<file path="config.mk">
export PLATFORM = sky130hd
export DESIGN_NAME = sync_fifo
export DESIGN_NICKNAME = d
export VERILOG_FILES = /design/src/rtl/sync_fifo.sv
export SDC_FILE = /design/constraint.sdc
export NUM_CORES = 1
export LEC_CHECK = 0
export CORE_UTILIZATION = 35
export DETAILED_ROUTE_END_ITERATION = 10
export PLACE_DENSITY = 0.62
export SLEW_MARGIN = 30
export SYNTH_ARGS = -nofsm -noshare
export SYNTH_HDL_FRONTEND = slang
export SYNTH_SLANG_ARGS = --single-unit
</file>
<file path="constraint.sdc">
create_clock -name clk -period 2.4 [get_ports clk]
set_input_delay 0.72 -clock clk [delete_from_list [all_inputs] [get_ports clk]]
set_output_delay 0.72 -clock clk [all_outputs]
set_load 0.05 [all_outputs]
</file>
<file path="src/rtl/sync_fifo.sv">
// ============================================================================
//  Module   : sync_fifo
//  Purpose  : Single-clock show-ahead FIFO with occupancy-decoded status flags.
//  Revision : 1.0  - initial release
// ============================================================================
`default_nettype none

module sync_fifo #(
  parameter int NUM_SLOTS     = 4,
  parameter int LOG_NUM_SLOTS = 2,
  parameter int DATA_WIDTH    = 8
) (
  input  logic                  clk,
  input  logic                  rst,
  input  logic [DATA_WIDTH-1:0] data_write,
  input  logic                  write,
  output logic                  full,
  output logic                  almost_full,
  output logic [DATA_WIDTH-1:0] data_read,
  input  logic                  next_read,
  output logic                  empty
);

  localparam logic [LOG_NUM_SLOTS:0]   C_FULL_CNT  = (LOG_NUM_SLOTS+1)'(NUM_SLOTS);
  localparam logic [LOG_NUM_SLOTS:0]   C_AFULL_CNT = (LOG_NUM_SLOTS+1)'(NUM_SLOTS - 1);
  localparam logic [LOG_NUM_SLOTS-1:0] C_PTR_ONE   = LOG_NUM_SLOTS'(1);

  logic [DATA_WIDTH-1:0]    mem_q [NUM_SLOTS];
  logic [LOG_NUM_SLOTS-1:0] wr_ptr_q, wr_ptr_d;
  logic [LOG_NUM_SLOTS-1:0] rd_ptr_q, rd_ptr_d;
  logic [LOG_NUM_SLOTS:0]   count_q,  count_d;

  logic w_push;
  logic w_pop;

  // Flags come only from the registered count, so they never combinationally
  // follow write/next_read.
  assign full        = (count_q == C_FULL_CNT);
  assign almost_full = (count_q >= C_AFULL_CNT);
  assign empty       = (count_q == '0);

  assign w_push = write     & ~full;
  assign w_pop  = next_read & ~empty;

  assign data_read = mem_q[rd_ptr_q];

  always_comb begin
    wr_ptr_d = wr_ptr_q;
    rd_ptr_d = rd_ptr_q;
    count_d  = count_q;
    if (w_push) wr_ptr_d = wr_ptr_q + C_PTR_ONE;
    if (w_pop)  rd_ptr_d = rd_ptr_q + C_PTR_ONE;
    case ({w_push, w_pop})
      2'b10:   count_d = count_q + 1'b1;
      2'b01:   count_d = count_q - 1'b1;
      default: count_d = count_q;
    endcase
  end

  always_ff @(posedge clk) begin
    if (!rst) begin
      wr_ptr_q <= '0;
      rd_ptr_q <= '0;
      count_q  <= '0;
    end else begin
      wr_ptr_q <= wr_ptr_d;
      rd_ptr_q <= rd_ptr_d;
      count_q  <= count_d;
    end
  end

  // Storage entries are cleared on reset so data_read reads back zero.
  for (genvar g = 0; g < NUM_SLOTS; g++) begin : g_mem
    always_ff @(posedge clk) begin
      if (!rst) begin
        mem_q[g] <= '0;
      end else if (w_push && (wr_ptr_q == LOG_NUM_SLOTS'(g))) begin
        mem_q[g] <= data_write;
      end
    end
  end

endmodule

`default_nettype wire

</file>
After elaboration in Yosys (flattened, before gate mapping)

Memories as Yosys holds them, arrays and structs flattened. A register that Yosys moved wholly into a read port is not among the register bits.
Cells that the tools add are included.

Bits in writable memories: 32
Bits in registers: 7
Output and inout port bits: 11
Memories: 1

$lt $le $gt $ge: 1
Mux-type cells: 20
Add/sub/neg operators: 4
Bitwise operators: 8
Reductions and logical operators: 7
Equal/unequal tests: 6

Memory list:

| name  | depth | width | rd ports | clocked after memory_dff | wr ports | line | RTL |
|---|---|---|---|---|---|---|---|
| mem_q | 4     | 8     | 1        | 1                        | 4        | 28   | `logic [DATA_WIDTH-1:0] mem_q [NUM_SLOTS];` |

Operators with widths:

| kind                                                                  | count |
|---|---|
| 8-bit two-way mux                                                     | 4 |
| 1-bit two-way mux                                                     | 13 |
| 2-bit == test, second input constant                                  | 3 |
| 3-bit case mux with 2 select lines                                    | 1 |
| 2-bit by 1-bit adder with 2-bit output, second input constant         | 2 |
| 2-bit by 1-bit == test with 1-bit output, second input constant       | 2 |
| 1-bit logical AND                                                     | 4 |
| 2-bit two-way mux                                                     | 2 |
| 1-bit bitwise OR                                                      | 4 |
| 3-bit by 1-bit adder with 3-bit output, second input constant         | 1 |
| 3-bit == test, second input constant                                  | 1 |
| 3-bit by 2-bit >= comparator with 1-bit output, second input constant | 1 |
| 3-bit logical NOT                                                     | 1 |
| 3-bit by 1-bit subtractor with 3-bit output, second input constant    | 1 |
| 1-bit bitwise AND                                                     | 2 |
| 2-bit logical NOT                                                     | 1 |
| 1-bit NOT                                                             | 2 |
| 2-bit nonzero test                                                    | 1 |

Longest topological paths before layout

Word-level depth: 8
Mapped depth: 10
Mapped depth without buffers: 9

Worst setup path before layout

No wires, ideal clock.

Path type: reg2reg
Start point: register count_q[2]
End point: register count_q[2]
Arrival time: 2.730 ns
Cell stages (with the launch flop): 11
Required time: 2.324 ns
Setup time: 0.076 ns
Setup slack: -0.405 ns
Path buffers: 1
Path through: dfxtp_1 -> nor3b_2 -> nor2b_1 -> buf_6 -> inv_1 -> ha_1 -> inv_1 -> fa_1 -> xor2_1 -> or3_2 -> a21boi_0

Longest elaborated chain between the ends: 5
Elaborated cells between the ends (all ways): 12
Classes of those cells: 2 x add/sub; 3 x eq/ne; 1 x mux; 4 x bitwise; 2 x reduce/logical

RTL lines:

| element                                                                   | line | RTL |
|---|---|---|
| from (decl)                                                               | 31   | `logic [LOG_NUM_SLOTS:0] count_q, count_d;` |
| from (signal assigned)                                                    | 68   | `count_q <= count_d;` |
| 3-bit == test *                                                           | 38   | `assign full = (count_q == C_FULL_CNT);` |
| named net full                                                            | 17   | `output logic full,` |
| 1-bit NOT *                                                               | 42   | `assign w_push = write & ~full;` |
| 1-bit bitwise AND *                                                       | 42   |  |
| 2-bit by 1-bit == test with 1-bit output or 2-bit == test (tied branches) | 53   | `case ({w_push, w_pop})` |
| 3-bit case mux with 2 select lines or 2-bit nonzero test (tied branches)  | n/a  |  |

Mark *: on every way through the listed nets, which the timed path passes. The rest lies on a longest branch.
A chain may end at the register's enable or synchronous reset.

Final worst setup path

Start point: input next_read
End point: register count_q[2]

Longest elaborated chain between the ends: 3
Elaborated cells between the ends (all ways): 5
Classes of those cells: 2 x eq/ne; 1 x mux; 1 x bitwise; 1 x reduce/logical

RTL lines:

| element                                                                   | line | RTL |
|---|---|---|
| from (decl)                                                               | 20   | `input logic next_read,` |
| 1-bit bitwise AND *                                                       | 43   | `assign w_pop = next_read & ~empty;` |
| named net w_pop                                                           | 34   | `logic w_pop;` |
| 2-bit by 1-bit == test with 1-bit output or 2-bit == test (tied branches) | 53   |  |
| 3-bit case mux with 2 select lines or 2-bit nonzero test (tied branches)  | n/a  |  |

Marks and branches as above.

==> results by group <==
Pwr
  – Total net switching power: 0.0009035 W
  – Comb power frac: 39.3%
  – Power share of the clock group: 22.1%
  – Part of the power in registers: 38.6%
  – Sw frac: 36.26%
  – Cell area power density: 1040 mW/mm^2
  – Leak pwr: 0.9940 nW
  – VDD IR-drop max: 0.0005689 V
  – Int Pwr: 0.001588 W

Clocking
  – Clock transition at the registers of the reported paths: 0.08 ns
  – Root Buffer: clkbuf_8
  – Clk sinks: 41
  – Clk_lat worst skew: 0.29 ns
  – Num CTS Buffers: 5
  – CTS tree: done
  – Setup bufs post-CTS: 0
  – H-tree Lvls: 2
  – Clock Path Buffers: 2

STA
  – Final setup skew: 0.008882 ns
  – Fin crit share: 95.45%
  – Final Hold Fails: 0
  – Setup TNS: 0 ns
  – Count of final setup violators: 0
  – Final min period: 2.291 ns
  – RSZ-0062 raised after global routing: false
  – Max Slew Vio Count: 0
  – Slew @ Worst Pin: 0.4525 ns
  – Slew margin rel.: 69.82%
  – Peak Freq: 436.5 MHz
  – Worst setup margin: 0.1091 ns

Synthesis
  – Mapped cell area: 0.001944 mm^2
  – Asr flop ratio synth: 0%
  – Largest family of logic cells by synthesized area: simple AND/OR/NAND/NOR gates
  – Compound-cell area share of the yosys netlist: 3.539%
  – Mapped Cells: 140
  – Main area contributors after synthesis: edfxtp_1 49%, dfxtp_1 9.3%, mux4_2 9.3%
  – Flops & latches, synth: 41
  – Number of flops mapped to enable cells by yosys: 32
  – Post-synth net total: 158
  – Most frequent cells after synthesis: 32 x edfxtp_1, 20 x and3_1, 12 x and3_2, 10 x inv_1
  – XOR/XNOR share of the synthesized area: 0.9009%
  – Adder-Cell Fraction of Synth Area: 4.247%
  – Mux share of post-synthesis cell area: 10.30%
  – Synth cell types: 27
  – Post-synthesis simple-gate area fraction: 17.44%
  – Syn avg cell area: 13.89 um^2
  – Top-count cell post-synth: edfxtp_1
  – Cell taking the most area after synthesis: edfxtp_1
  – Synth warn: 0
  – Top FF cell, synth: edfxtp_1
  – Seq/Total Area, Yosys: 58.69%
  – Yosys top cell area share: 49.42%

Route
  – Post-Route WL: 3.795 mm
  – ANT nets after route: 0
  – Via count: 1214
  – DR vias/cell: 4.996
  – Iter 0 DRT Violations: 63
  – WL per Instance: 15.62 um
  – # DRC: 0
  – DRT Pass-1 Iters: 4

Placement
  – Routability cong.: 0.7065
  – HPWL after DPL: 2.555 mm
  – PortBufs: 22
  – Placed instance area: 0.002276 mm^2
  – Worst slack, placed: -0.3100 ns

Cells and area
  – Filler Cells Inserted: 484
  – Area of the multi-input gates: 740.7 um^2
  – Inserted Diodes: 0
  – Final #Nets: 190
  – Final instance area: 0.002395 mm^2
  – Reg area: 0.001147 mm^2
  – Ratio of cells with drive above 1 in the final layout: 34.68%
  – Layout area overhead: 23.17%

Global routing
  – Number of global-route vias before repair: 1225
  – Tot GR Track Use: 13.91%
  – First-pass GRT wire length: 6.078 mm
  – Initial antenna violation count: 0
  – Aggregate global routing overflow: 0
  – Pin count of the biggest net entering global routing: 35

Die
  – Core Box Area: 0.005238 mm^2
  – Die Y: 76.54 um
  – Die width: 76.54 um
  – Initial Utilization: 37.12%
  – I/O pin cnt: 23
  – Site Rows: 26
  – Die Area: 0.005858 mm^2

Setup path
  – Crit path max fanout: 3
  – Critical path type: primary input to flop
  – Worst Setup End Kind: flop
  – Critical Path AT: 2.51 ns
  – CP delay by family, top: buffers and inverters
  – CP peak stage delay: 0.48 ns
  – Cell chain of the critical path: clkdlybuf4s50_1 -> nor2b_4 -> ha_4 -> inv_2 -> fa_2 -> xor2_1 -> or3_4 -> a21boi_1
  – Slowest stage cell, crit path: clkdlybuf4s50_1
  – Buf/Inv on CP: 2
  – CP required: 2.62 ns
  – CP startpoint kind: primary input

Run status
  – Status: complete, no violations

Hold path
  – Hold Path Class: flop to flop

Flow run
  – MaxCap Viol Count: 0
-- state kept, by name, indices dropped and copies added (netlist names), named ones only --
register	cells
rd_ptr_q	2
count_q	3
mem_q	32
wr_ptr_q	2
-- power by group through the flow --
stage               registers [W]  logic (W)  clock network, W
CTS                      0.000962   0.000978          0.000565
detailed placement       0.000979   0.000971                 0
global route             0.000975    0.00105          0.000596
floorplan                0.000952   0.000736                 0
global placement         0.000970   0.000952                 0
finish                   0.000961   0.000979          0.000551
-- path summary, 6_finish.rpt --
path	startpoint	end	slack, ns	cells past startpoint
setup reg to reg	count_q[2]$_SDFFE_PN0P_	count_q[2]$_SDFFE_PN0P_	0.44	9
setup / recovery	next_read	count_q[2]$_SDFFE_PN0P_	0.11	8
hold / removal	wr_ptr_q[1]$_SDFFE_PN0P_	wr_ptr_q[1]$_SDFFE_PN0P_	0.50	2
hold reg to reg	wr_ptr_q[1]$_SDFFE_PN0P_	wr_ptr_q[1]$_SDFFE_PN0P_	0.50	2
-- worst min-delay path, cell delays in order (launching register included) --
cell and delay [ns]:
dfxtp_1 0.34, nand2_1 0.06, mux2i_1 0.05
-- area by class of cell --
cell class | instances | area share (%)
Sequential cell | 41 | 47.91
Multi-Input combinational cell | 82 | 30.93
Timing Repair Buffer | 32 | 11.18
Tap cell | 70 | 3.657
Clock buffer | 6 | 3.030
Inverter | 10 | 1.672
Clock inverter | 2 | 1.620
-- stage by stage --
stage	hold slack, ns	util (%)	total power, W	std cells
2_1_floorplan	0.4613	-	0.001688	140
3_3_place_gp	0.4780	43.45	0.001922	235
3_5_place_dp	0.4918	43.45	0.001950	235
4_1_cts	0.5039	45.63	0.002505	243
5_1_grt	0.5419	45.72	0.002617	243
6_report	0.5016	45.72	0.002492	243
-- cell usage in the layout (no fill, tap or decap), types with 2 or more instances in the layout --
master            n
edfxtp_1         32
buf_4            21
and3_1           20
and3_2           12
clkdlybuf4s50_1  11
o21ai_0           9
inv_1             8
mux4_2            8
nand2_1           7
dfxtp_1           6
clkbuf_8          5
and2_0            4
ha_1              4
and2_1            2
mux2i_1           2
dfxtp_2           2
-- cell families (layout without fill, tap and decap cells) --
group / Yosys count / count (layout)
xor+xnor: 2 / 2
simple gates: 52 / 52
flops: 41 / 41
mux: 10 / 10
buf+inv: 17 / 50
compound gates: 12 / 12
fa+ha+maj: 6 / 6
-- repair_timing --
action | CTS | global route
pin swaps | 0 | 0
gates resized for setup | 1 | 1
hold buffers | 0 | 0
endpoints found under the setup margin | 1 | 1
-- layer usage --
layer | GRT usage [%] | wire length [um]
met4 | 5.192 | 27
met1 | 16.64 | 1634
met2 | 23.60 | 1959
met5 | 0 | 0
met3 | 4.072 | 173
Note: power is estimated with default switching activity, not from simulation.
